--- config.mk ---
export PLATFORM = sky130hd
export DESIGN_NAME = uart_tx_arbiter
export DESIGN_NICKNAME = d
export VERILOG_FILES = /design/src/rtl/uart_tx_arbiter.sv
export SDC_FILE = /design/constraint.sdc
export NUM_CORES = 1
export LEC_CHECK = 0
export CORE_MARGIN = 5
export CORE_UTILIZATION = 49
export CTS_CLUSTER_DIAMETER = 60
export DETAILED_ROUTE_END_ITERATION = 7
export DONT_BUFFER_PORTS = 1
export PLACE_DENSITY = 0.74
export SYNTH_ARGS = -nofsm -noshare
export SYNTH_HDL_FRONTEND = slang
export SYNTH_SLANG_ARGS = --single-unit
--- constraint.sdc ---
create_clock -name clk -period 1.81 [get_ports clk]
set_clock_uncertainty 0.2 [all_clocks]
set_input_delay 0.181 -clock clk [delete_from_list [all_inputs] [get_ports clk]]
set_output_delay 0.181 -clock clk [all_outputs]
set_load 0.02 [all_outputs]
--- src/rtl/uart_tx_arbiter.sv ---
// uart_tx_arbiter
// Round-robin scheduler sharing one UART TX core among NREQ byte requesters.
// Picks the first pending requester at or above the rotating pointer, latches
// its byte, strobes the TX core for one cycle, then waits for the frame-done
// tick before serving anyone else.
//
// Optional feature: define UART_TX_ARB_TIMEOUT_EN to abort WAIT after
// TO_TICKS s_tick periods without a done tick (pulses timeout_err).
//
// Ports:
//   clk, reset    system clock, asynchronous active-high reset
//   s_tick        oversampling tick (used only by the timeout feature)
//   req, din      per-requester level request and byte (din[i*DBIT +: DBIT])
//   ack           one-cycle pulse to the requester whose byte was accepted
//   tx_start      one-cycle start strobe to the TX core
//   tx_din        byte to the TX core, stable from LAUNCH through WAIT
//   tx_done_tick  TX core frame-complete pulse
//   busy          high while a frame is being launched or transmitted
//   grant_id      index of the current or last granted requester
//   timeout_err   one-cycle pulse when WAIT is aborted (timeout build only)
module uart_tx_arbiter #(
  parameter int NREQ     = 4,
  parameter int DBIT     = 8,
  parameter int TO_TICKS = 2048
) (
  input  logic                    clk,
  input  logic                    reset,
  input  logic                    s_tick,
  input  logic [NREQ-1:0]         req,
  input  logic [NREQ*DBIT-1:0]    din,
  output logic [NREQ-1:0]         ack,
  output logic                    tx_start,
  output logic [DBIT-1:0]         tx_din,
  input  logic                    tx_done_tick,
  output logic                    busy,
  output logic [((NREQ > 1) ? $clog2(NREQ) : 1)-1:0] grant_id,
  output logic                    timeout_err
);

  localparam int ID_W = (NREQ > 1) ? $clog2(NREQ) : 1;

  typedef enum logic [1:0] {
    IDLE   = 2'b00,
    LAUNCH = 2'b01,
    WAIT   = 2'b10
  } state_t;

  state_t            state_q, state_d;
  logic [ID_W-1:0]   ptr_q, ptr_d;
  logic [ID_W-1:0]   grant_q, grant_d;
  logic [DBIT-1:0]   tx_din_q, tx_din_d;
  logic [ID_W-1:0]   sel;
  logic [ID_W-1:0]   cand;
  logic              found;
  logic [ID_W-1:0]   next_ptr;
  logic              abort;

  // Rotating priority search: first set bit at ptr, ptr+1, ... modulo NREQ.
  // NOTE: every variable written in a combinational block gets a default at
  // the top, so no path leaves it unassigned and no latch is inferred.
  always_comb begin
    sel   = '0;
    cand  = '0;
    found = 1'b0;
    for (int k = 0; k < NREQ; k++) begin
      cand = ID_W'((int'(ptr_q) + k) % NREQ);
      if (!found && req[cand]) begin
        found = 1'b1;
        sel   = cand;
      end
    end
  end

  assign next_ptr = (grant_q == ID_W'(NREQ - 1)) ? '0 : grant_q + ID_W'(1);

`ifdef UART_TX_ARB_TIMEOUT_EN
  localparam int CNT_W = (TO_TICKS > 1) ? $clog2(TO_TICKS) : 1;

  logic [CNT_W-1:0] to_cnt_q;
  logic             timeout_q;

  // Done wins over a coincident terminal tick.
  assign abort = (state_q == WAIT) && s_tick && !tx_done_tick &&
                 (to_cnt_q == CNT_W'(TO_TICKS - 1));

  // Counter is cleared while in LAUNCH so it starts at 0 on entry to WAIT.
  always_ff @(posedge clk or posedge reset) begin
    if (reset) begin
      to_cnt_q  <= '0;
      timeout_q <= 1'b0;
    end else begin
      timeout_q <= abort;
      if (state_q == LAUNCH)
        to_cnt_q <= '0;
      else if (state_q == WAIT && s_tick)
        to_cnt_q <= to_cnt_q + CNT_W'(1);
    end
  end

  assign timeout_err = timeout_q;
`else
  logic unused_s_tick;
  assign unused_s_tick = s_tick;
  assign abort         = 1'b0;
  assign timeout_err   = 1'b0;
`endif

  always_comb begin
    state_d  = state_q;
    ptr_d    = ptr_q;
    grant_d  = grant_q;
    tx_din_d = tx_din_q;
    case (state_q)
      IDLE: begin
        if (found) begin
          grant_d  = sel;
          tx_din_d = din[int'(sel)*DBIT +: DBIT];
          state_d  = LAUNCH;
        end
      end
      LAUNCH: state_d = WAIT;
      WAIT: begin
        if (tx_done_tick || abort) begin
          ptr_d   = next_ptr;
          state_d = IDLE;
        end
      end
      default: state_d = IDLE;
    endcase
  end

  // NOTE: sequential state is updated with non-blocking assignments so all
  // registers sample the same pre-edge values regardless of statement order.
  always_ff @(posedge clk or posedge reset) begin
    if (reset) begin
      state_q  <= IDLE;
      ptr_q    <= '0;
      grant_q  <= '0;
      tx_din_q <= '0;
    end else begin
      state_q  <= state_d;
      ptr_q    <= ptr_d;
      grant_q  <= grant_d;
      tx_din_q <= tx_din_d;
    end
  end

  // Moore outputs decoded from the registered state only.
  always_comb begin
    ack = '0;
    if (state_q == LAUNCH) ack[grant_q] = 1'b1;
  end

  assign tx_start = (state_q == LAUNCH);
  assign busy     = (state_q == LAUNCH) || (state_q == WAIT);
  assign grant_id = grant_q;
  assign tx_din   = tx_din_q;

endmodule

# Word-level counts from Yosys, hierarchy flattened
# Cells that the tools add are included.
dict set report op_classes {
  addsub 4
  mul 0
  n_div 0
  n_lt_le_gt_ge 6
  n_eq_ne 5
  shifts 1
  muxes 23
  bitwise_logic 0
  reduce_logical 12
}
# cell count
set ops {}
lappend ops {{$shiftx A32 B6 Y8} 1}
lappend ops {{$lt A2 B3 Y1 const B} 5}
lappend ops {{$mux W2} 7}
lappend ops {{$mux W1} 9}
lappend ops {{$bmux W1 S2} 4}
lappend ops {{$pmux W2 S3} 1}
lappend ops {{$reduce_and A2 Y1} 3}
lappend ops {{$add A2 B1 Y2 const B} 2}
lappend ops {{$add A2 B2 Y2 const B} 2}
lappend ops {{$eq A2 B2 Y1 const B} 2}
lappend ops {{$logic_and A1 B1 Y1} 4}
lappend ops {{$mux W4} 1}
lappend ops {{$ne A2 B2 Y1 const B} 2}
lappend ops {{$logic_not A1 Y1} 3}
lappend ops {{$demux W1 S2} 1}
lappend ops {{$eq A2 B1 Y1 const B} 1}
lappend ops {{$ge A2 B1 Y1 const B} 1}
lappend ops {{$logic_not A2 Y1} 1}
lappend ops {{$logic_or A1 B1 Y1} 1}
dict set report totals {
  regBits 14
  latch_bits 0
  mem_bits_rw 0
  rom_bits 0
  in_bits 40
  wordCells 55
  mem_count 0
}

# Longest topological paths before layout
dict set report logic_depth {
  depth_word 14
  ltp_mapped 6
  ltp_nobuf 6
}

# Least setup slack after synthesis
# No wires, ideal clock.
dict set report synth_timing {
  path_kind {reg2reg}
  startpoint {register ptr_q[0]}
  endpoint {register tx_din_q[0], in the netlist tx_din[0]}
  arrival_ns 1.390
  slack_ns 0.082
  stages_incl_launch_ff 7
  n_path_buf 1
  period_less_slack_ns 1.728
  cell_sequence {dfrtp_1 > nor2b_4 > a21oi_4 > o221ai_4 > buf_12 > mux2i_1 > o221ai_1}
}
dict set report synth_between {
  elab_chain_cells 13
  word_cells_on_any_way 27
  classes_between {add/sub (3); shift (1); mux (16); reduce/logical (7)}
}
# element line
set synth_rtl {}
lappend synth_rtl {{start: declaration} 49} ;# logic [ID_W-1:0] ptr_q, ptr_d;
lappend synth_rtl {{start signal: assignment} 142} ;# ptr_q <= ptr_d;
lappend synth_rtl {{branches (longest 13 deep; another with $add A2 B1 Y2)} n/a}
lappend synth_rtl {{end signal: assignment} 144} ;# tx_din_q <= tx_din_d;
lappend synth_rtl {{end: declaration} 51} ;# logic [DBIT-1:0] tx_din_q, tx_din_d;
# Several ways; the timed one is not identified. The select of a mux whose other input is x is not followed.
# A chain may end at the register's enable or synchronous reset.

# Worst setup path after layout
dict set report layout_timing {
  startpoint {register state_q[0]}
  endpoint {register tx_din_q[6], in the netlist tx_din[6]}
}
dict set report layout_between {
  elab_chain_cells 2
}
# element line
set layout_rtl {}
lappend layout_rtl {{start: declaration} 48} ;# state_t state_q, state_d;
lappend layout_rtl {{start signal: assignment} 141} ;# state_q <= state_d;
lappend layout_rtl {{$logic_not A2 Y1} 113} ;# case (state_q)
lappend layout_rtl {{$reduce_and A2 Y1 (no source line)} n/a}
# Every way passes these cells.

==> flow_metrics.py <==
metrics = {
    "outcome": {
        "status": "complete, no violations",
    },
    "placement": {
        "dp_hpwl_um": 1790,
        "post_dp_cell_area_um2": 1070,
        "portBuffers": 0,
        "place.gp.congestion": 0.699,
    },
    "die": {
        "die_area_um2": 3070,
        "fp-row-count": 16,
        "ios": 57,
        "die_x_um": 55.4,
        "core_area_um2": 1960,
        "die_h_um": 55.4,
        "initial_utilization": 0.515,
    },
    "clocking": {
        "cts_root_buf": "clkbuf_4",
        "cts_tree": "done",
        "insertion_delay_ps": 280,
        "clkSlewWorstSetupHoldPaths_ps": 90,
        "cts_setup_buffers": 0,
        "cts_buffers": 3,
        "cts_max_path_buffers": 2,
        "h-tree-depth": 1,
        "cts_sinks": 14,
    },
    "yosys": {
        "yosysWarnings": 0,
        "syn_inst": 100,
        "synthTopCellsByCount": "mux2i_1 (16), nand2_1 (15), dfrtp_1 (14), o221ai_1 (8), ha_1 (7)",
        "synth_top_area_share": 0.347,
        "ys_seq_area_frac": 0.347,
        "yosysTopAreaCell": "dfrtp_1",
        "ys_ff_latch": 14,
        "synth_area_leaders": "dfrtp_1 (35%), mux2i_1 (16%), ha_1 (8.7%)",
        "syn_area_um2": 1010,
        "ys_types": 31,
        "synth_edf_count": 0,
        "synth.most_common_cell": "mux2i_1",
        "syn_area_per_cell_um2": 10.1,
        "syn_nets": 147,
        "synthArstFlopShare": 1.00,
        "ys.flop_type": "dfrtp_1",
    },
    "routing": {
        "antenna_left": 0,
        "routed_wl_um": 3060,
        "dr.first_iter.drc_count": 16,
        "dr.pass1.iters": 4,
        "vias_per_cell": 5.58,
        "dr_total_vias": 932,
        "post-route-drc-count": 0,
        "routedWlPerCell_um": 18.3,
    },
    "critical_path": {
        "cp-start-kind": "register",
        "crit_required_ps": 1800,
        "critical_path_class": "register to register",
        "cp-end-kind": "register",
        "critPathLaunch": "state_q[0]",
        "worstPathMaxFanout": 8,
        "crit_arrival_ps": 1740,
        "r2r-start": "state_q[0]",
    },
    "hold_path": {
        "hold_path.class": "primary input to register",
        "worstHoldStart": "req[2]",
    },
    "sta": {
        "whs_ps": 28.4,
        "layout_min_cycle_time_ps": 1740,
        "worst_pin_slew_ps": 541,
        "fin_tns_setup_ps": 0,
        "hold_viol": 0,
        "timing.fmax_ghz": 0.573,
        "min_period_over_period": 0.964,
        "finalMaxSlewViolations": 0,
        "finalSetupViolCount": 0,
        "rsz0062_at_grt": "false",
        "slew_headroom": 0.639,
    },
    "layout": {
        "final_area_um2": 1440,
        "final_nets": 188,
        "drive_above_1_share": 0.144,
        "syn_to_final_growth_pct": 42.5,
    },
    "global_route": {
        "busiest_layer": "met2",
        "grt-ovfl-total": 0,
        "antenna_found_initial": 1,
        "grt_util_met2": 0.399,
        "grt_pass1_vias": 1059,
        "grt_util_met1": 0.197,
        "gr-usage-met3": 0.0490,
        "grt_usage": 0.203,
        "grt_pass1_wl_um": 4970,
        "grt_max_degree": 17,
    },
    "pwr": {
        "cellLeakagePower_nw": 0.674,
        "powerDensity_nw_per_um2": 1420,
        "peakVddDrop_uv": 989,
    },
    "flow_run": {
        "drv_cap": 0,
    },
}
## cell families after synthesis
family,synth area share
compound gates,0.183
fa+ha+maj,0.0867
buf+inv,0.0644
flops,0.347
mux,0.170
other cells,0.00371
simple gates,0.145
## per-stage QoR
stage               instances  setup WS (ps)   util  total power, W
finish                    167           65.3  0.733         0.00204
global route              167           9.59  0.733         0.00219
CTS                       166           60.0  0.728         0.00199
detailed placement        129           86.5  0.543         0.00174
global placement          129            122  0.543         0.00169
floorplan                 100           81.9      -         0.00150
## layout by cell type (no fill, tap or decap), drive strengths merged, types with 2 or more instances in the layout
master / instances
nor2: 2
nand2b: 2
dfrtp: 14
a21oi: 2
o221ai: 9
o21ai: 4
ha: 7
and2: 4
nor2b: 4
buf: 7
inv: 6
clkbuf: 3
dlygate4sd3: 34
mux2i: 16
nand2: 15
## worst max-delay path, cell delays in order (launching register included)
cell and delay, ps:
dfrtp_1 410, inv_1 120, ha_1 220, nand2b_1 140
nand2b_2 310, o221ai_1 260
## sequential cells by signal, indices dropped and copies added (netlist names)
register and count:
ptr_q 2, state_q 2, tx_din 8, grant_id 2
## worst paths after layout
path | depth (start not counted) | to | slack, ps
min in group asynchronous | 2 | tx_din[6] | 180
worst max-delay path | 5 | tx_din[6] | 70
worst min-delay path | 3 | grant_id[0] | 30
worst min register to register | 1 | ptr_q[0] | 320
worst max register to register | 5 | tx_din[6] | 70
max in group asynchronous | 2 | ptr_q[0] | 840
## routing by layer
metal / part of all wire / vias up / wire [um]
met5: 0 / - / 0
met4: 0.031 / 0 / 95
met3: 0.048 / 10 / 147
met2: 0.57 / 36 / 1740
met1: 0.35 / 453 / 1070
li1: - / 433 / -
## where the power goes
part,leakage [nW],switching (W),internal [W],total (W)
sequential,0.170,0.000255,0.000473,0.000727
combinational,0.490,0.000614,0.000513,0.00113
clock,0.0138,0.000109,0.0000773,0.000187
total,0.674,0.000978,0.00106,0.00204
## what timing repair did
item | CTS | global route
endpoints found under the hold margin | 25 | 0
setup endpoints to repair | 0 | 9
resized for setup | 0 | 4
hold buffers | 34 | 0
## area by class of cell
type	instances	area [um^2]
fill	140	523
tap	27	33.8
clock buffer	3	22.5
sequential	14	353
multi-input combinational	75	599
timing repair buffer	41	405
antenna	1	2.50
inverter	6	22.5
No activity file was read; power rests on OpenSTA's default activity.
